--- src/rtl/line_animator.sv ---
// Frame sequencer for line_drawer: erases the previous line, walks the endpoint
// one step around the screen perimeter, redraws from the centre, then holds.
module line_animator #(
  parameter int unsigned X_MAX       = 639,
  parameter int unsigned Y_MAX       = 479,
  parameter int unsigned STEP        = 8,
  parameter int unsigned WAIT_CYCLES = 833333,
  parameter int unsigned COORD_W     = 11
) (
  input  logic               clk,
  input  logic               reset,
  input  logic               enable,
  input  logic               done,
  output logic [COORD_W-1:0] x0,
  output logic [COORD_W-1:0] y0,
  output logic [COORD_W-1:0] x1,
  output logic [COORD_W-1:0] y1,
  output logic               color,
  output logic               start,
  output logic               busy,
  output logic [15:0]        frame_count
);

  localparam int unsigned EXT_W  = COORD_W + 1;
  localparam int unsigned HOLD_W = (WAIT_CYCLES > 1) ? $clog2(WAIT_CYCLES) : 1;

  localparam logic [COORD_W-1:0] CX        = COORD_W'(X_MAX / 2);
  localparam logic [COORD_W-1:0] CY        = COORD_W'(Y_MAX / 2);
  localparam logic [COORD_W-1:0] X_LIM     = COORD_W'(X_MAX);
  localparam logic [COORD_W-1:0] Y_LIM     = COORD_W'(Y_MAX);
  localparam logic [EXT_W-1:0]   STEP_E    = EXT_W'(STEP);
  localparam logic [EXT_W-1:0]   XMAX_E    = EXT_W'(X_MAX);
  localparam logic [EXT_W-1:0]   YMAX_E    = EXT_W'(Y_MAX);
  localparam logic [HOLD_W-1:0]  HOLD_LAST = HOLD_W'(WAIT_CYCLES - 1);

  typedef enum logic [2:0] {
    S_IDLE,
    S_ERASE_START,
    S_ERASE_WAIT,
    S_ADVANCE,
    S_DRAW_START,
    S_DRAW_WAIT,
    S_HOLD
  } state_t;

  typedef enum logic [1:0] {
    E_TOP,
    E_RIGHT,
    E_BOTTOM,
    E_LEFT
  } side_t;

  state_t              state_q, state_d;
  side_t               side_q, side_d;
  logic                drawn_q, drawn_d;
  logic [HOLD_W-1:0]   hold_q, hold_d;
  logic [COORD_W-1:0]  x1_d, y1_d;
  logic                color_d, start_d, busy_d;
  logic [15:0]         fc_d;
  logic [EXT_W-1:0]    x_ext, y_ext, x_inc, y_inc;

  // Next-state and next-output logic; registered below so every output is a flop.
  always_comb begin
    state_d = state_q;
    side_d  = side_q;
    drawn_d = drawn_q;
    hold_d  = hold_q;
    x1_d    = x1;
    y1_d    = y1;
    color_d = color;
    fc_d    = frame_count;
    x_ext   = {1'b0, x1};
    y_ext   = {1'b0, y1};
    x_inc   = x_ext + STEP_E;
    y_inc   = y_ext + STEP_E;

    case (state_q)
      S_IDLE: begin
        if (enable) state_d = drawn_q ? S_ERASE_START : S_ADVANCE;
      end
      S_ERASE_START: state_d = S_ERASE_WAIT;
      S_ERASE_WAIT: begin
        if (done) state_d = S_ADVANCE;
      end
      S_ADVANCE: begin
        state_d = S_DRAW_START;
        // A clamp to the corner is this frame's whole move.
        case (side_q)
          E_TOP: begin
            if (x_inc >= XMAX_E) begin
              x1_d   = X_LIM;
              side_d = E_RIGHT;
            end else begin
              x1_d = x_inc[COORD_W-1:0];
            end
          end
          E_RIGHT: begin
            if (y_inc >= YMAX_E) begin
              y1_d   = Y_LIM;
              side_d = E_BOTTOM;
            end else begin
              y1_d = y_inc[COORD_W-1:0];
            end
          end
          E_BOTTOM: begin
            if (x_ext < STEP_E) begin
              x1_d   = '0;
              side_d = E_LEFT;
            end else begin
              x1_d = COORD_W'(x_ext - STEP_E);
            end
          end
          E_LEFT: begin
            if (y_ext < STEP_E) begin
              y1_d   = '0;
              side_d = E_TOP;
            end else begin
              y1_d = COORD_W'(y_ext - STEP_E);
            end
          end
        endcase
      end
      S_DRAW_START: state_d = S_DRAW_WAIT;
      S_DRAW_WAIT: begin
        if (done) begin
          state_d = S_HOLD;
          drawn_d = 1'b1;
          fc_d    = frame_count + 16'd1;
          hold_d  = HOLD_LAST;
        end
      end
      S_HOLD: begin
        if (hold_q == '0) state_d = enable ? S_ERASE_START : S_IDLE;
        else              hold_d  = hold_q - HOLD_W'(1);
      end
      default: state_d = S_IDLE;
    endcase

    if (state_d == S_ERASE_START)     color_d = 1'b0;
    else if (state_d == S_DRAW_START) color_d = 1'b1;
    start_d = (state_d == S_ERASE_START) || (state_d == S_DRAW_START);
    busy_d  = (state_d != S_IDLE);
  end

  always_ff @(posedge clk) begin
    if (!reset) begin
      state_q     <= S_IDLE;
      side_q      <= E_TOP;
      drawn_q     <= 1'b0;
      hold_q      <= '0;
      x0          <= CX;
      y0          <= CY;
      x1          <= '0;
      y1          <= '0;
      color       <= 1'b0;
      start       <= 1'b0;
      busy        <= 1'b0;
      frame_count <= '0;
    end else begin
      state_q     <= state_d;
      side_q      <= side_d;
      drawn_q     <= drawn_d;
      hold_q      <= hold_d;
      x0          <= CX;
      y0          <= CY;
      x1          <= x1_d;
      y1          <= y1_d;
      color       <= color_d;
      start       <= start_d;
      busy        <= busy_d;
      frame_count <= fc_d;
    end
  end

endmodule

--- config.mk ---
export PLATFORM = sky130hd
export DESIGN_NAME = line_animator
export DESIGN_NICKNAME = d
export VERILOG_FILES = /design/src/rtl/line_animator.sv
export SDC_FILE = /design/constraint.sdc
export NUM_CORES = 1
export LEC_CHECK = 0
export BUFFER_PORTS_ARGS = -buffer_cell sky130_fd_sc_hd__buf_2
export CAP_MARGIN = 20
export CORE_AREA = 3 3 88 90
export CTS_BUF_LIST = sky130_fd_sc_hd__clkbuf_2
export DETAILED_ROUTE_END_ITERATION = 10
export DIE_AREA = 0 0 91 93
export PLACE_DENSITY = 0.81
export SYNTH_ARGS = -nofsm -noshare
export SYNTH_HDL_FRONTEND = slang
export SYNTH_SLANG_ARGS = --single-unit
export TNS_END_PERCENT = 30
--- constraint.sdc ---
create_clock -name clk -period 6.8 [get_ports clk]
set_input_delay 0.68 -clock clk [delete_from_list [all_inputs] [get_ports clk]]
set_output_delay 0.68 -clock clk [all_outputs]
set_load 0.02 [all_outputs]
# --- Yosys cells after proc, flatten, opt, wreduce, memory -nomap -nowiden ---
# Cells that the tools add are included.
totals:
  reg_bits: 67
  out_inout_bits: 63
classes:
  addsub: 6
  order_cmp: 4
  n_eq_ne: 17
  muxes: 21
  bitwise_logic: 1
  reduce_logical: 14
ops:
  columns: ["operator", "count"]
  rows:
  - ["$mux 11", 4]
  - ["$pmux 11 s2", 2]
  - ["$mux 20", 2]
  - ["$pmux 20 s2", 1]
  - ["$add 11x4->12 const B", 2]
  - ["$lt 11x4->1 const B", 2]
  - ["$sub 11x4->11 const B", 2]
  - ["$pmux 3 s7", 1]
  - ["$logic_not 20->1", 1]
  - ["$sub 20x1->20 const B", 1]
  - ["$add 16x1->16 const B", 1]
  - ["$eq 3x3->1 const B", 4]
  - ["$ge 12x10->1 const B", 1]
  - ["$ge 12x9->1 const B", 1]
  - ["$mux 3", 4]
  - ["$ne 2x2->1 const B", 6]
  - ["$mux 2", 5]
  - ["$pmux 2 s4", 1]
  - ["$eq 3x1->1 const B", 2]
  - ["$eq 3x2->1 const B", 2]
  - ["$reduce_and 2->1", 3]
  - ["$reduce_bool 2->1", 3]
  - ["$reduce_and 5->1", 1]
  - ["$eq 2x2->1 const B", 2]
  - ["other kinds (9)", 9]

# --- Logic depth before layout (Yosys ltp) ---
depth:
  word_depth: 5
  ltp_mapped: 9
  ltp_nobuf: 8

# --- Worst setup path before layout ---
# No wires, ideal clock.
synth_path:
  kind: "reg-to-reg"
  from: "register y1[3]"
  to: "register side_q[0]"
  setup_ns: 0.116
  arrival_time_ns: 2.366
  t_required_ns: 6.684
  path_slack_ns: 4.318
  stages_incl_launch_ff: 10
  period_less_slack_ns: 2.482
  path_cell_list: "dfxtp_1 > clkbuf_1 > inv_1 > ha_1 > nand2_1 > o21ai_0 > a21o_1 > a311oi_1 > a211oi_2 > o211a_1"
synth_between:
  elab_chain_cells: 4
  elab_cells_between_ends: 6
  cone_classes: "add/sub: 1; order compare: 2; eq/ne: 2; reduce/logical: 1"
synth_rtl:
  columns: ["item", "line", "rtl"]
  rows:
  - ["start: declaration", "17", "output logic [COORD_W-1:0] y1,"]
  - ["start signal: assignment", "167", "y1 <= y1_d;"]
  - ["$add 11x4->12", "75", "y_inc = y_ext + STEP_E;"]
  - ["$ge 12x9->1", "98", "if (y_inc >= YMAX_E) begin"]
  - ["$ne 2x2->1 (no line)", null, null]
  - ["$reduce_and 5->1 (no line) *", null, null]
  - ["end signal: assignment", "161", "side_q <= side_d;"]
  - ["end: declaration", "54", "side_t side_q, side_d;"]
# Mark *: on every way between the ends. The rest lies on a longest branch, timed or not.
# A chain may end at the register's enable or synchronous reset.

# --- Final worst setup path ---
layout_path:
  from: "register y1[3]"
  to: "register y1[5]"
layout_between:
  elab_chain_cells: 4
  elab_cells_between_ends: 7
  cone_classes: "add/sub: 2; order compare: 2; mux: 3"
layout_rtl:
  columns: ["item", "line", "rtl"]
  rows:
  - ["$add 11x4->12", "75", null]
  - ["$ge 12x9->1", "98", null]
  - ["$mux 11", "98", null]
  - ["$pmux 11 s2 *", "88", "case (side_q)"]
# Marks and branches as above.

==> flow_metrics.env <==
export IMPL_dieArea_sq_um=8463
export IMPL_final_cell_count_no_fill=604
export IMPL_yosys_area_top_type_share=0.3294
export IMPL_dr_pass1_iters=5
export IMPL_vias=3428
export IMPL_grt_ovfl_total=0
export IMPL_worstPathMaxFanout=12
export IMPL_slew_viol_final=0
export IMPL_synth_area_leaders="dfxtp_1, nor2_1, buf_4"
export IMPL_run_status="finished, final reports clean"
export IMPL_clockBufferDepth=2
export IMPL_cts_setup_buffers=0
export IMPL_slew_headroom=0.4678
export IMPL_htreeDepth=3
export IMPL_cts_tree="yes"
export IMPL_dieHeight_microns=93
export IMPL_synth_cell_types=69
export IMPL_grt_use_met1=0.2635
export IMPL_p_leak_nw=1.689
export IMPL_io_buffer_count=44
export IMPL_cp_cell_sequence="ha_1 -> nand3_1 -> nor2_1 -> mux2_2 -> a311oi_1 -> a221oi_1 -> a211oi_1"
export IMPL_end_kind="register"
export IMPL_dp_hpwl_microns=5873
export IMPL_r2r_start="y1[3]$_SDFFE_PN0P_"
export IMPL_antenna_found_initial=0
export IMPL_rsz0062_at_grt="false"
export IMPL_slowest_delay_ns=0.67
export IMPL_ys_seq_elements=63
export IMPL_numCtsBuffers=9
export IMPL_insertion_delay_ns=0.50
export IMPL_grt_use_met3=0.04344
export IMPL_gr_usage_met2=0.3323
export IMPL_busiest_layer="met2"
export IMPL_ys_flop_type="dfxtp_1"
export IMPL_yosys_area_top_type="dfxtp_1"
export IMPL_tightest_slew_ns=0.7929
export IMPL_cts_clk_slew_worst_paths_ns=0.18
export IMPL_place_inst=588
export IMPL_pre_cts_slack_ns=4.146
export IMPL_p_per_area_nw_per_um2=169.6
export IMPL_grt_pass1_wl_microns=14230
export IMPL_routabilityCongestion=0.8967
export IMPL_grt_max_degree=38
export IMPL_drt_initial_drc_count=279
export IMPL_core_area_sq_um=7137
export IMPL_min_from="drawn_q$_SDFFE_PN0P_"
export IMPL_hold_viol=0
export IMPL_skew_ns=0.02312
export IMPL_post_route_drc_count=0
export IMPL_layout_common_cells="dfxtp_1, nor2_1, buf_2"
export IMPL_fill_cells=676
export IMPL_whs_endpoint="drawn_q$_SDFFE_PN0P_"
export IMPL_crit_arrival_ns=3.15
export IMPL_finalCriticalPeriod_ns=2.727
export IMPL_final_setup_viol_count=0
export IMPL_clockRootBuffer="clkbuf_2"
export IMPL_cp_data_required_time_ns=7.22
export IMPL_ys_seq_area_frac=0.3294
export IMPL_wl_per_cell_microns=13.85
export IMPL_fin_crit_sh=0.4010
export IMPL_cts_hold_buf=0
export IMPL_clock_sinks=63
export IMPL_totalWireLength_microns=8363
export IMPL_fmax_mhz=366.7
export IMPL_final_common_cell="dfxtp_1"
export IMPL_finalWorstSetupSlack_ns=4.073
export IMPL_reg2reg_depth=7
export IMPL_cts_resized=0
export IMPL_yosysWarnings=0
export IMPL_vias_per_cell=5.675
export IMPL_area_growth_pct=5.360
export IMPL_hp_class="register to register"
export IMPL_syn_area_per_cell_sq_um=8.112
export IMPL_dieWidth_microns=91
export IMPL_finalSetupTns_ns=0
export IMPL_crit_path_start_kind="register"
export IMPL_syn_inst=472
export IMPL_timing_rr_end="y1[5]$_SDFFE_PN0P_"
export IMPL_crit_start="y1[3]$_SDFFE_PN0P_"
export IMPL_antenna_cells=0
export IMPL_grt_pass1_vias=3067
export IMPL_maxCapViolations=0
export IMPL_synth_edf_count=0
export IMPL_setup_reg_to_reg_worst_slack_ns=4.07
export IMPL_hold_path_cell_count=2
export IMPL_mappedNetlistArea_sq_um=3829
export IMPL_worst_setup_path_type="register to register"
export IMPL_nNetsFinal=514
export IMPL_rows=31
export IMPL_ir_drop_uv=80.46
export IMPL_io_pins=67
export IMPL_cp_slowest_cell="a311oi_1"
export IMPL_postRouteAntennaNets=0
export IMPL_async_reset_ff_frac=0
export IMPL_drive_gt1_frac=0.1545
export IMPL_initial_core_util=0.5365
export IMPL_track_usage=0.2022
==> layer usage <==
layer,routed length (microns),share of wire
met2,3866,0.46
met5,0,0
met1,3795,0.45
met4,125,0.015
met3,576,0.069
==> cells in the mapped netlist, types with 3 or more instances <==
| cell type | n |
|---|---|
| nor2_1 | 53 |
| or4_1 | 5 |
| ha_1 | 10 |
| nand2_1 | 29 |
| dfxtp_1 | 63 |
| a21boi_0 | 3 |
| nor3_1 | 20 |
| mux2i_1 | 3 |
| inv_1 | 16 |
| a211oi_1 | 4 |
| xor2_1 | 22 |
| nor4_1 | 8 |
| or2_2 | 3 |
| o32ai_1 | 3 |
| and4_1 | 3 |
| nor2b_1 | 3 |
| or3_1 | 5 |
| buf_6 | 3 |
| xnor2_1 | 16 |
| nand3_1 | 18 |
| o21ai_0 | 22 |
| a31oi_1 | 11 |
| a21oi_1 | 27 |
| and3_1 | 7 |
| o21ai_1 | 4 |
| o211ai_1 | 3 |
| a211o_1 | 3 |
| o21a_1 | 5 |
| buf_4 | 26 |
| nand2b_1 | 4 |
| and2_1 | 3 |
| clkbuf_1 | 17 |
==> worst max-delay path by stage <==
stage	slack, ns	end
6_report	4.07	y1[5]$_SDFFE_PN0P_
5_1_grt	3.88	side_q[0]$_SDFFE_PN0P_
4_1_cts	4.15	y1[5]$_SDFFE_PN0P_
3_5_place_dp	4.15	side_q[0]$_SDFFE_PN0P_
3_3_place_gp	4.22	side_q[0]$_SDFFE_PN0P_
2_1_floorplan	4.32	side_q[0]$_SDFFE_PN0P_
==> sequential cells by signal, summed over array words and instances (netlist names) <==
name and flops:
hold_q 20, frame_count 16, x1 9, y1 9, state_q 3, side_q 2, busy 1, color 1
drawn_q 1, start 1
==> cell families after synthesis <==
kind of cell               Yosys count  synth area share
other                                2          0.001962
AOI/OAI and AO/OA                  110            0.1912
buffers and inverters               66            0.1020
and+or+nand+nor                    179            0.2451
muxes                                4           0.01078
adders and majority gates           10           0.03268
xor gates and xnor gates            38           0.08693
DFF                                 63            0.3294
==> worst max-delay path: cells and delay by family, from the launching register on <==
kind	cells	cell delay, ns
fa+ha+maj	1	0.32
simple gates	2	0.31
compound gates	3	1.13
flops	1	0.56
mux	1	0.34
==> metrics by stage <==
| step | hold slack (ns) | area (sq um) | util | total power [mW] |
|---|---|---|---|---|
| final | 0.4773 | 4034 | 0.5652 | 0.6842 |
| after global routing | 0.5118 | 4034 | 0.5652 | 0.7190 |
| after CTS | 0.4814 | 4034 | 0.5652 | 0.6903 |
| after detailed placement | 0.4609 | 3940 | 0.5521 | 0.4979 |
| after global placement | 0.4511 | 3940 | 0.5521 | 0.4957 |
| after floorplan | 0.4323 | 3904 | - | 0.4901 |
==> final cells by class <==
class / count / area, sq um / area share
flip-flops and latches: 63 / 1261 / 0.3127
multi-input cells: 363 / 2252 / 0.5583
repair buffers: 47 / 242.7 / 0.06017
clock inverters: 7 / 48.80 / 0.01210
clock buffers: 9 / 45.04 / 0.01117
inverters: 16 / 60.06 / 0.01489
well taps: 99 / 123.9 / 0.03071
==> report_power, final <==
part,switching [mW],internal (mW)
clock network,0.144,0.0489
logic,0.0626,0.0349
registers,0.0154,0.379
No activity file was read; power rests on OpenSTA's default activity.
